$ cat src/rtl/mult_pkg.sv
// Op codes, sequencer state encodings and op-decode helpers shared by the HI/LO multiply controller.
package mult_pkg;

  localparam logic [2:0] OP_MULT  = 3'd0;
  localparam logic [2:0] OP_MULTU = 3'd1;
  localparam logic [2:0] OP_MADD  = 3'd2;
  localparam logic [2:0] OP_MADDU = 3'd3;
  localparam logic [2:0] OP_MSUB  = 3'd4;
  localparam logic [2:0] OP_MSUBU = 3'd5;
  localparam logic [2:0] OP_MTHI  = 3'd6;
  localparam logic [2:0] OP_MTLO  = 3'd7;

  localparam logic [1:0] ST_IDLE = 2'd0;
  localparam logic [1:0] ST_MUL  = 2'd1;
  localparam logic [1:0] ST_ACC  = 2'd2;

  localparam logic [1:0] ACC_PASS = 2'd0;
  localparam logic [1:0] ACC_ADD  = 2'd1;
  localparam logic [1:0] ACC_SUB  = 2'd2;

  function automatic logic op_is_signed(input logic [2:0] op);
    return (op == OP_MULT) || (op == OP_MADD) || (op == OP_MSUB);
  endfunction

  function automatic logic [1:0] op_acc_mode(input logic [2:0] op);
    case (op)
      OP_MADD, OP_MADDU: return ACC_ADD;
      OP_MSUB, OP_MSUBU: return ACC_SUB;
      default:           return ACC_PASS;
    endcase
  endfunction

endpackage

$ cat src/rtl/hilo_accum.sv
// Combinational HI/LO update: pass, add or subtract the 64-bit product (modulo 2^64).
// Only present when MULT_MADDSUB_EN is defined.
`ifdef MULT_MADDSUB_EN
module hilo_accum
  import mult_pkg::*;
(
  input  logic [1:0]  mode,
  input  logic [63:0] hilo,
  input  logic [63:0] prod,
  output logic [63:0] result
);

  always_comb begin
    result = prod;
    case (mode)
      ACC_ADD: result = hilo + prod;
      ACC_SUB: result = hilo - prod;
      default: result = prod;
    endcase
  end

endmodule
`endif

$ cat src/rtl/mult_hilo_ctrl.sv
// Multiply sequencer and HI/LO register pair behind the DSP48A1 multiplier array.
// Define MULT_MADDSUB_EN to enable MADD/MADDU/MSUB/MSUBU accumulation; otherwise they are no-ops.
module mult_hilo_ctrl
  import mult_pkg::*;
#(
  parameter int unsigned MULT_LATENCY = 4
)
(
  input  logic        clock,
  input  logic        reset,
  input  logic        req_valid,
  output logic        req_ready,
  input  logic [2:0]  req_op,
  input  logic [31:0] req_a,
  input  logic [31:0] req_b,
  input  logic        flush,
  output logic [31:0] dsp_a,
  output logic [31:0] dsp_b,
  output logic        dsp_sign,
  output logic        dsp_ce,
  input  logic [63:0] dsp_p,
  output logic [31:0] hi,
  output logic [31:0] lo,
  output logic        busy
);

  localparam logic [3:0] CNT_INIT = 4'(MULT_LATENCY - 1);

  logic [1:0]  state_q;
  logic [3:0]  cnt_q;
  logic [63:0] prod_p1;
  logic [63:0] hilo_nxt;
  logic        accept;
  logic        launch;

  assign req_ready = (state_q == ST_IDLE) & ~flush & ~reset;
  assign accept    = req_valid & req_ready;
  assign busy      = (state_q != ST_IDLE);
  assign dsp_ce    = (state_q == ST_MUL) & ~flush;

  // Ops that occupy the array; anything else accepted in IDLE completes without leaving IDLE.
  always_comb begin
    launch = 1'b0;
    case (req_op)
      OP_MULT, OP_MULTU: launch = 1'b1;
`ifdef MULT_MADDSUB_EN
      OP_MADD, OP_MADDU, OP_MSUB, OP_MSUBU: launch = 1'b1;
`endif
      default: launch = 1'b0;
    endcase
  end

`ifdef MULT_MADDSUB_EN
  logic [2:0] op_q;
  logic [1:0] acc_mode;

  assign acc_mode = op_acc_mode(op_q);

  hilo_accum u_accum (
    .mode   (acc_mode),
    .hilo   ({hi, lo}),
    .prod   (prod_p1),
    .result (hilo_nxt)
  );
`else
  assign hilo_nxt = prod_p1;
`endif

  always_ff @(posedge clock) begin
    if (reset) begin
      state_q  <= ST_IDLE;
      cnt_q    <= 4'd0;
      dsp_a    <= 32'd0;
      dsp_b    <= 32'd0;
      dsp_sign <= 1'b0;
      hi       <= 32'd0;
      lo       <= 32'd0;
`ifdef MULT_MADDSUB_EN
      op_q     <= OP_MULT;
`endif
    end else begin
      case (state_q)
        ST_IDLE: begin
          if (accept) begin
            if (launch) begin
              dsp_a    <= req_a;
              dsp_b    <= req_b;
              dsp_sign <= op_is_signed(req_op);
              cnt_q    <= CNT_INIT;
              state_q  <= ST_MUL;
`ifdef MULT_MADDSUB_EN
              op_q     <= req_op;
`endif
            end else if (req_op == OP_MTHI) begin
              hi <= req_a;
            end else if (req_op == OP_MTLO) begin
              lo <= req_a;
            end
          end
        end
        ST_MUL: begin
          if (flush) begin
            state_q <= ST_IDLE;
          end else if (cnt_q == 4'd0) begin
            state_q <= ST_ACC;
          end else begin
            cnt_q <= cnt_q - 4'd1;
          end
        end
        ST_ACC: begin
          if (!flush) begin
            hi <= hilo_nxt[63:32];
            lo <= hilo_nxt[31:0];
          end
          state_q <= ST_IDLE;
        end
        default: state_q <= ST_IDLE;
      endcase
    end
  end

  // ---- product capture: dsp_p is valid in the last MUL cycle ----
  always_ff @(posedge clock) begin
    if ((state_q == ST_MUL) && (cnt_q == 4'd0) && !flush) begin
      prod_p1 <= dsp_p;
    end
  end

endmodule

$ cat config.mk
export PLATFORM = sky130hd
export DESIGN_NAME = mult_hilo_ctrl
export DESIGN_NICKNAME = d
export VERILOG_FILES = /design/src/rtl/mult_pkg.sv /design/src/rtl/hilo_accum.sv /design/src/rtl/mult_hilo_ctrl.sv
export SDC_FILE = /design/constraint.sdc
export NUM_CORES = 1
export LEC_CHECK = 0
export CAP_MARGIN = 30
export CORE_ASPECT_RATIO = 1.5
export CORE_UTILIZATION = 45
export DETAILED_ROUTE_END_ITERATION = 10
export PLACE_DENSITY_LB_ADDON = 0.05
export SYNTH_ARGS = -nofsm -noshare
export SYNTH_HDL_FRONTEND = slang
export SYNTH_SLANG_ARGS = --single-unit
$ cat constraint.sdc
create_clock -name clock -period 5.7 [get_ports clock]
set_clock_uncertainty 0.15 [all_clocks]
set_input_delay 0.855 -clock clock [delete_from_list [all_inputs] [get_ports clock]]
set_output_delay 0.855 -clock clock [all_outputs]
set_load 0.01 [all_outputs]
==> reports/metrics.yaml, run 1 <==
fmax_ghz: 0.2660
power.share.combinational_pct: 8.9
layout_commonest_cell: "clkdlybuf4s50_1"
layout-drive-gt1-share_pct: 6.203
reg2reg_from: "state_q[1]"
power_frac_seq_pct: 50.4
drt_iter0_drc: 432
post-route-min-period_ps: 3759
fin_nets: 1058
syn_inst: 712
ctsRootBufferMaster: "clkbuf_16"
die_width_um: 109.5
critical_path.max_stage_delay_ps: 600
finish.utilization_pct: 65.62
critPathArrivalTime_ps: 2750
wire_per_inst_um: 21.08
drv_slew: 0
clkPwrFrac_pct: 40.7
ir_drop_uv: 174.4
critPathKind: "in2out"
slowest_stage: "or3b_2"
slew-limit-headroom_pct: 31.40
cts_made_buffers: 17
startpoint: "flush"
cts_max_path_buffers: 2
rsz0062_at_grt: "false"
worstMarginPinSlew_ps: 1028
via_per_inst: 5.937
cts_hold_buffers: 0
regToRegSetupSlack_ps: 2650
antenna_found_initial: 0
post_cts_buffers: 0
grt_pass1_vias: 6612
cp_num_cells: 4
detailed_place_hpwl_um: 15910
netSwitchingPower_uw: 651.9
p_int_uw: 2305
avgSynthCellArea_um2: 10.96
io_pins: 267
clk_pin_slew_worst_paths_ps: 70
worstReg2RegEnd: "hi[3]"
gr-total-overflow: 0
num_vias: 6798
area_growth_pct: 41.53
gp_congestion: 0.8353
grt_max_degree: 74
ys_warn_count: 0
rows: 58
crit_path_end: "dsp_ce"
crit_chain: "clkdlybuf4s50_1 > or3b_2 > clkinv_2 > clkdlybuf4s50_1"
num-fill-cells: 1318
crit_buf_inv: 3
synth.distinct_cells: 37
cp_max_fo: 8
power_leakage_uw: 0.003600
final-hold-violation-count: 0
syn_nets: 848
finalPower_uw: 2957
critPathLaunchType: "input port"
drc_errors: 0
cp-end-kind: "output pin"
mostFrequentLayoutCells: "clkdlybuf4s50_1, dfxtp_1, a211oi_1, a21oi_1"
rr_worst_depth: 6
die-height_um: 163.3
wirelength_um: 24130
yosysSeqAreaShare_pct: 59.24
cp_top_family: "buffers and inverters"
grt_pass1_wl_um: 36270
die-area_um2: 17890
drv_cap: 0
seq_area_um2: 4626
finalSetupTns_ps: 0
cp_common_cell: "clkdlybuf4s50_1"
antenna_left: 0
initial_core_util_pct: 46.37
ys_seq_elements: 199
dr.pass1.iters: 4
core_area_um2: 16840
port_buffers: 266
cts_htree_levels: 4
antenna_cells: 0
cts.sinks: 199
required_ps: 4700
setup_viol: 0
multi_input_area_um2: 2759
pre_cts_ws_ps: 1949
post-route-period-util_pct: 65.95
status: "finished, final reports clean"
cts-resized-gates: 0
hp-class: "reg2reg"
syn-cell-area_um2: 7806
clock_latency_ps: 430
grtUsageTotal_pct: 27.00
layout_setup_ws_ps: 1941
p_sw_share_pct: 22.04
cts_tree: "done"
p_per_area_nw_per_um2: 267.7
## logic make-up after synthesis
family / after synthesis / share of synthesized area (%)
compound gates: 334 / 28.16
fa+ha+maj: 1 / 0.1603
buf+inv: 92 / 5.818
flops: 199 / 59.24
simple gates: 86 / 6.620
## metal layers
metal  wire (um)  global-route usage (%)  vias to the layer above
met5           0                       0                        -
met4         567                   10.18                        0
met3        1758                   6.624                       37
met2       12510                   46.20                      290
met1        9303                   32.33                     3278
li1            -                       -                     3193
## state kept, by name, indices dropped and copies added (netlist names)
register and count:
dsp_b 32, dsp_a 32, hi 32, lo 32, state_q 2, hilo_nxt 64, dsp_sign 1, cnt_q 4
## worst min path at each step
stage,from,end,slack [ps],depth (start not counted)
floorplan,dsp_a[30],dsp_a[30],350,2
global placement,dsp_b[21],dsp_b[21],310,2
detailed placement,dsp_b[17],dsp_b[17],320,2
CTS,dsp_b[17],dsp_b[17],330,2
global route,dsp_b[22],dsp_b[22],350,2
finish,dsp_b[10],dsp_b[10],320,2
## worst register-to-register path: stages, from the launching register on
cell and delay (ps):
dfxtp_2 350, buf_4 620, nor3b_4 300, buf_4 610, a21o_1 540, buf_16 230
a211oi_1 100
## cell usage after synthesis, drive strengths merged
cell	count	share of area [%]
a22oi	64	6.2
clkbuf	41	2.0
a221oi	2	0.38
nor4bb	1	0.13
or2	1	0.080
nor2	1	0.048
buf	47	3.6
nand3	64	4.1
or4	1	0.14
a21oi	67	4.3
a31oi	2	0.16
o21ai	64	4.1
o221ai	2	0.22
and4b	1	0.13
a21o	2	0.19
nor3	3	0.19
nand2b	2	0.16
nor4	2	0.35
a311oi	3	0.34
ha	1	0.16
nor3b	3	0.50
a211oi	128	12
or3b	5	0.56
inv	3	0.14
nand4b	2	0.22
clkinv	1	0.064
edfxtp	64	25
dfxtp	135	35
## area by class of cell
type	count	area share (%)
clock buffers	20	3.952
clock inverters	12	1.359
inverters	4	0.1472
multi-input cells	421	24.97
flip-flops and latches	199	41.87
well taps	210	2.378
repair buffers	279	25.32
## through the flow
step	cells	area [um^2]	hold WS (ps)
global placement	1111	10410	311.3
finish	1145	11050	323.5
CTS	1145	11050	326.1
global route	1145	11050	345.1
detailed placement	1113	10460	316.3
floorplan	712	7806	348.4
## power by group through the flow
stage	sequential [uW]	clock (uW)	combinational [uW]
after floorplan	1530	0	99.2
after global placement	1520	0	256
after detailed placement	1520	0	262
after CTS	1490	1230	264
after global routing	1490	1280	281
final	1490	1200	264
No activity file was read; power rests on OpenSTA's default activity.
==> run 2: changes to the inputs <==
CORE_UTILIZATION = 41   (was 45)
clock period = 3.1 ns   (was 5.7 ns; I/O delays follow)
==> reports/metrics.yaml, run 2 (synthesis results as in run 1) <==
status: "finished, final reports clean"
cts_tree: "done"
wire_per_inst_um: 20.04
critPathKind: "reg2out"
power_frac_seq_pct: 50.5
drt_iter0_drc: 419
critPathLaunchType: "flop"
critPathArrivalTime_ps: 2290
area_growth_pct: 43.56
port_buffers: 266
met3_usage_pct: 5.916
rows: 61
dr.pass1.iters: 4
grt_max_degree: 99
grt_pass1_wl_um: 36900
cts_made_buffers: 17
grt-busiest-layer: "met2"
wirelength_um: 24010
antenna_found_initial: 0
cp-end-kind: "output pin"
layout_commonest_cell: "clkdlybuf4s50_1"
via_per_inst: 5.743
layout-drive-gt1-share_pct: 7.717
final-hold-violation-count: 0
cp_max_fo: 9
cts_htree_levels: 4
detailed_place_hpwl_um: 16190
post-route-period-util_pct: 93.72
finalPower_uw: 5413
clock_latency_ps: 430
fin_nets: 1069
holdWs_ps: 326.3
power.share.combinational_pct: 9.2
power_leakage_uw: 0.003675
grt_util_met2_pct: 42.74
largest_register_ff_count: 64
crit_buf_inv: 2
num_vias: 6880
critical_path.max_stage_delay_ps: 600
antenna_cells: 0
met1_usage_pct: 28.74
p_int_uw: 4175
p_per_area_nw_per_um2: 483.0
initial_core_util_pct: 41.92
cts-resized-gates: 0
die-height_um: 171.0
cp_top_family: "buffers and inverters"
post-route-min-period_ps: 2905
clkPwrFrac_pct: 40.3
mostFrequentLayoutCells: "clkdlybuf4s50_1, dfxtp_1, a211oi_1, a21oi_1"
antenna_left: 0
p_sw_share_pct: 22.87
gr-total-overflow: 0
die_width_um: 114.7
rsz0062_at_grt: "false"
gp_congestion: 0.8162
slowest_stage: "dfxtp_1"
worstMarginPinSlew_ps: 732.3
io_pins: 267
finish.utilization_pct: 60.18
hp-class: "reg2reg"
slew-limit-headroom_pct: 51.18
grtUsageTotal_pct: 24.56
drv_cap: 0
post_cts_buffers: 0
core_area_um2: 18620
cts.sinks: 199
netSwitchingPower_uw: 1238
required_ps: 2480
ctsRootBufferMaster: "clkbuf_16"
cts_max_path_buffers: 2
drv_slew: 0
grt_pass1_vias: 6846
crit_chain: "or3b_2 > clkinv_2 > clkdlybuf4s50_1"
setup_viol: 0
drc_errors: 0
fmax_ghz: 0.3442
cts_hold_buffers: 0
die-area_um2: 19610
clk_pin_slew_worst_paths_ps: 70
ir_drop_uv: 332.1
finalSetupTns_ps: 0
[run 2: changes by cell type in the layout (fill, tap and decap cells not counted), moves of 2 or more]
| cell | delta |
|---|---|
| bufinv_16 | -2 |
| buf_12 | +4 |
| inv_4 | +2 |
| clkinv_1 | -2 |
| buf_4 | +8 |
| inv_6 | +2 |
[run 2: worst register-to-register path, cell delays in order (launching register included)]
cell     delay [ps]
dfxtp_2         370
buf_4           260
or4_4           910
o21ai_0         320
a21oi_1          90
[run 2: path summary, 6_finish.rpt]
path	startpoint	to	slack (ps)	cells after the start
max	state_q[0]	dsp_ce	190	3
min	dsp_b[24]	dsp_b[24]	330	2
max reg2reg	state_q[1]	dsp_b[6]	870	4
min reg2reg	dsp_b[24]	dsp_b[24]	330	2
[run 2: power by group through the flow]
stage | Combinational (uW) | Clock (uW) | Sequential (uW)
2_1_floorplan | 183 | 0 | 2800
3_3_place_gp | 480 | 0 | 2790
3_5_place_dp | 491 | 0 | 2790
4_1_cts | 493 | 2230 | 2730
5_1_grt | 530 | 2330 | 2740
6_report | 497 | 2180 | 2740
[run 2: per-layer routing]
metal  share of wire (%)  up-vias
met5                   0        -
met4                 3.0        0
met3                 7.1       39
met2                  51      289
met1                  39     3330
li1                    -     3222
[run 2: layout make-up]
class	instances	area, um^2
tap	252	315.3
fill	1654	7416
sequential	199	4626
timing repair buffer	290	2910
inverter	4	16.27
clock buffer	21	471.7
multi-input combinational	421	2760
clock inverter	11	107.6
[run 2: per-stage QoR]
step	cell area, um^2	worst slack, ps	instances
finish	11210	194.6	1198
detailed placement	10600	380.0	1165
floorplan	7814	369.8	712
global route	11210	98.73	1198
global placement	10600	388.5	1165
CTS	11180	177.0	1197
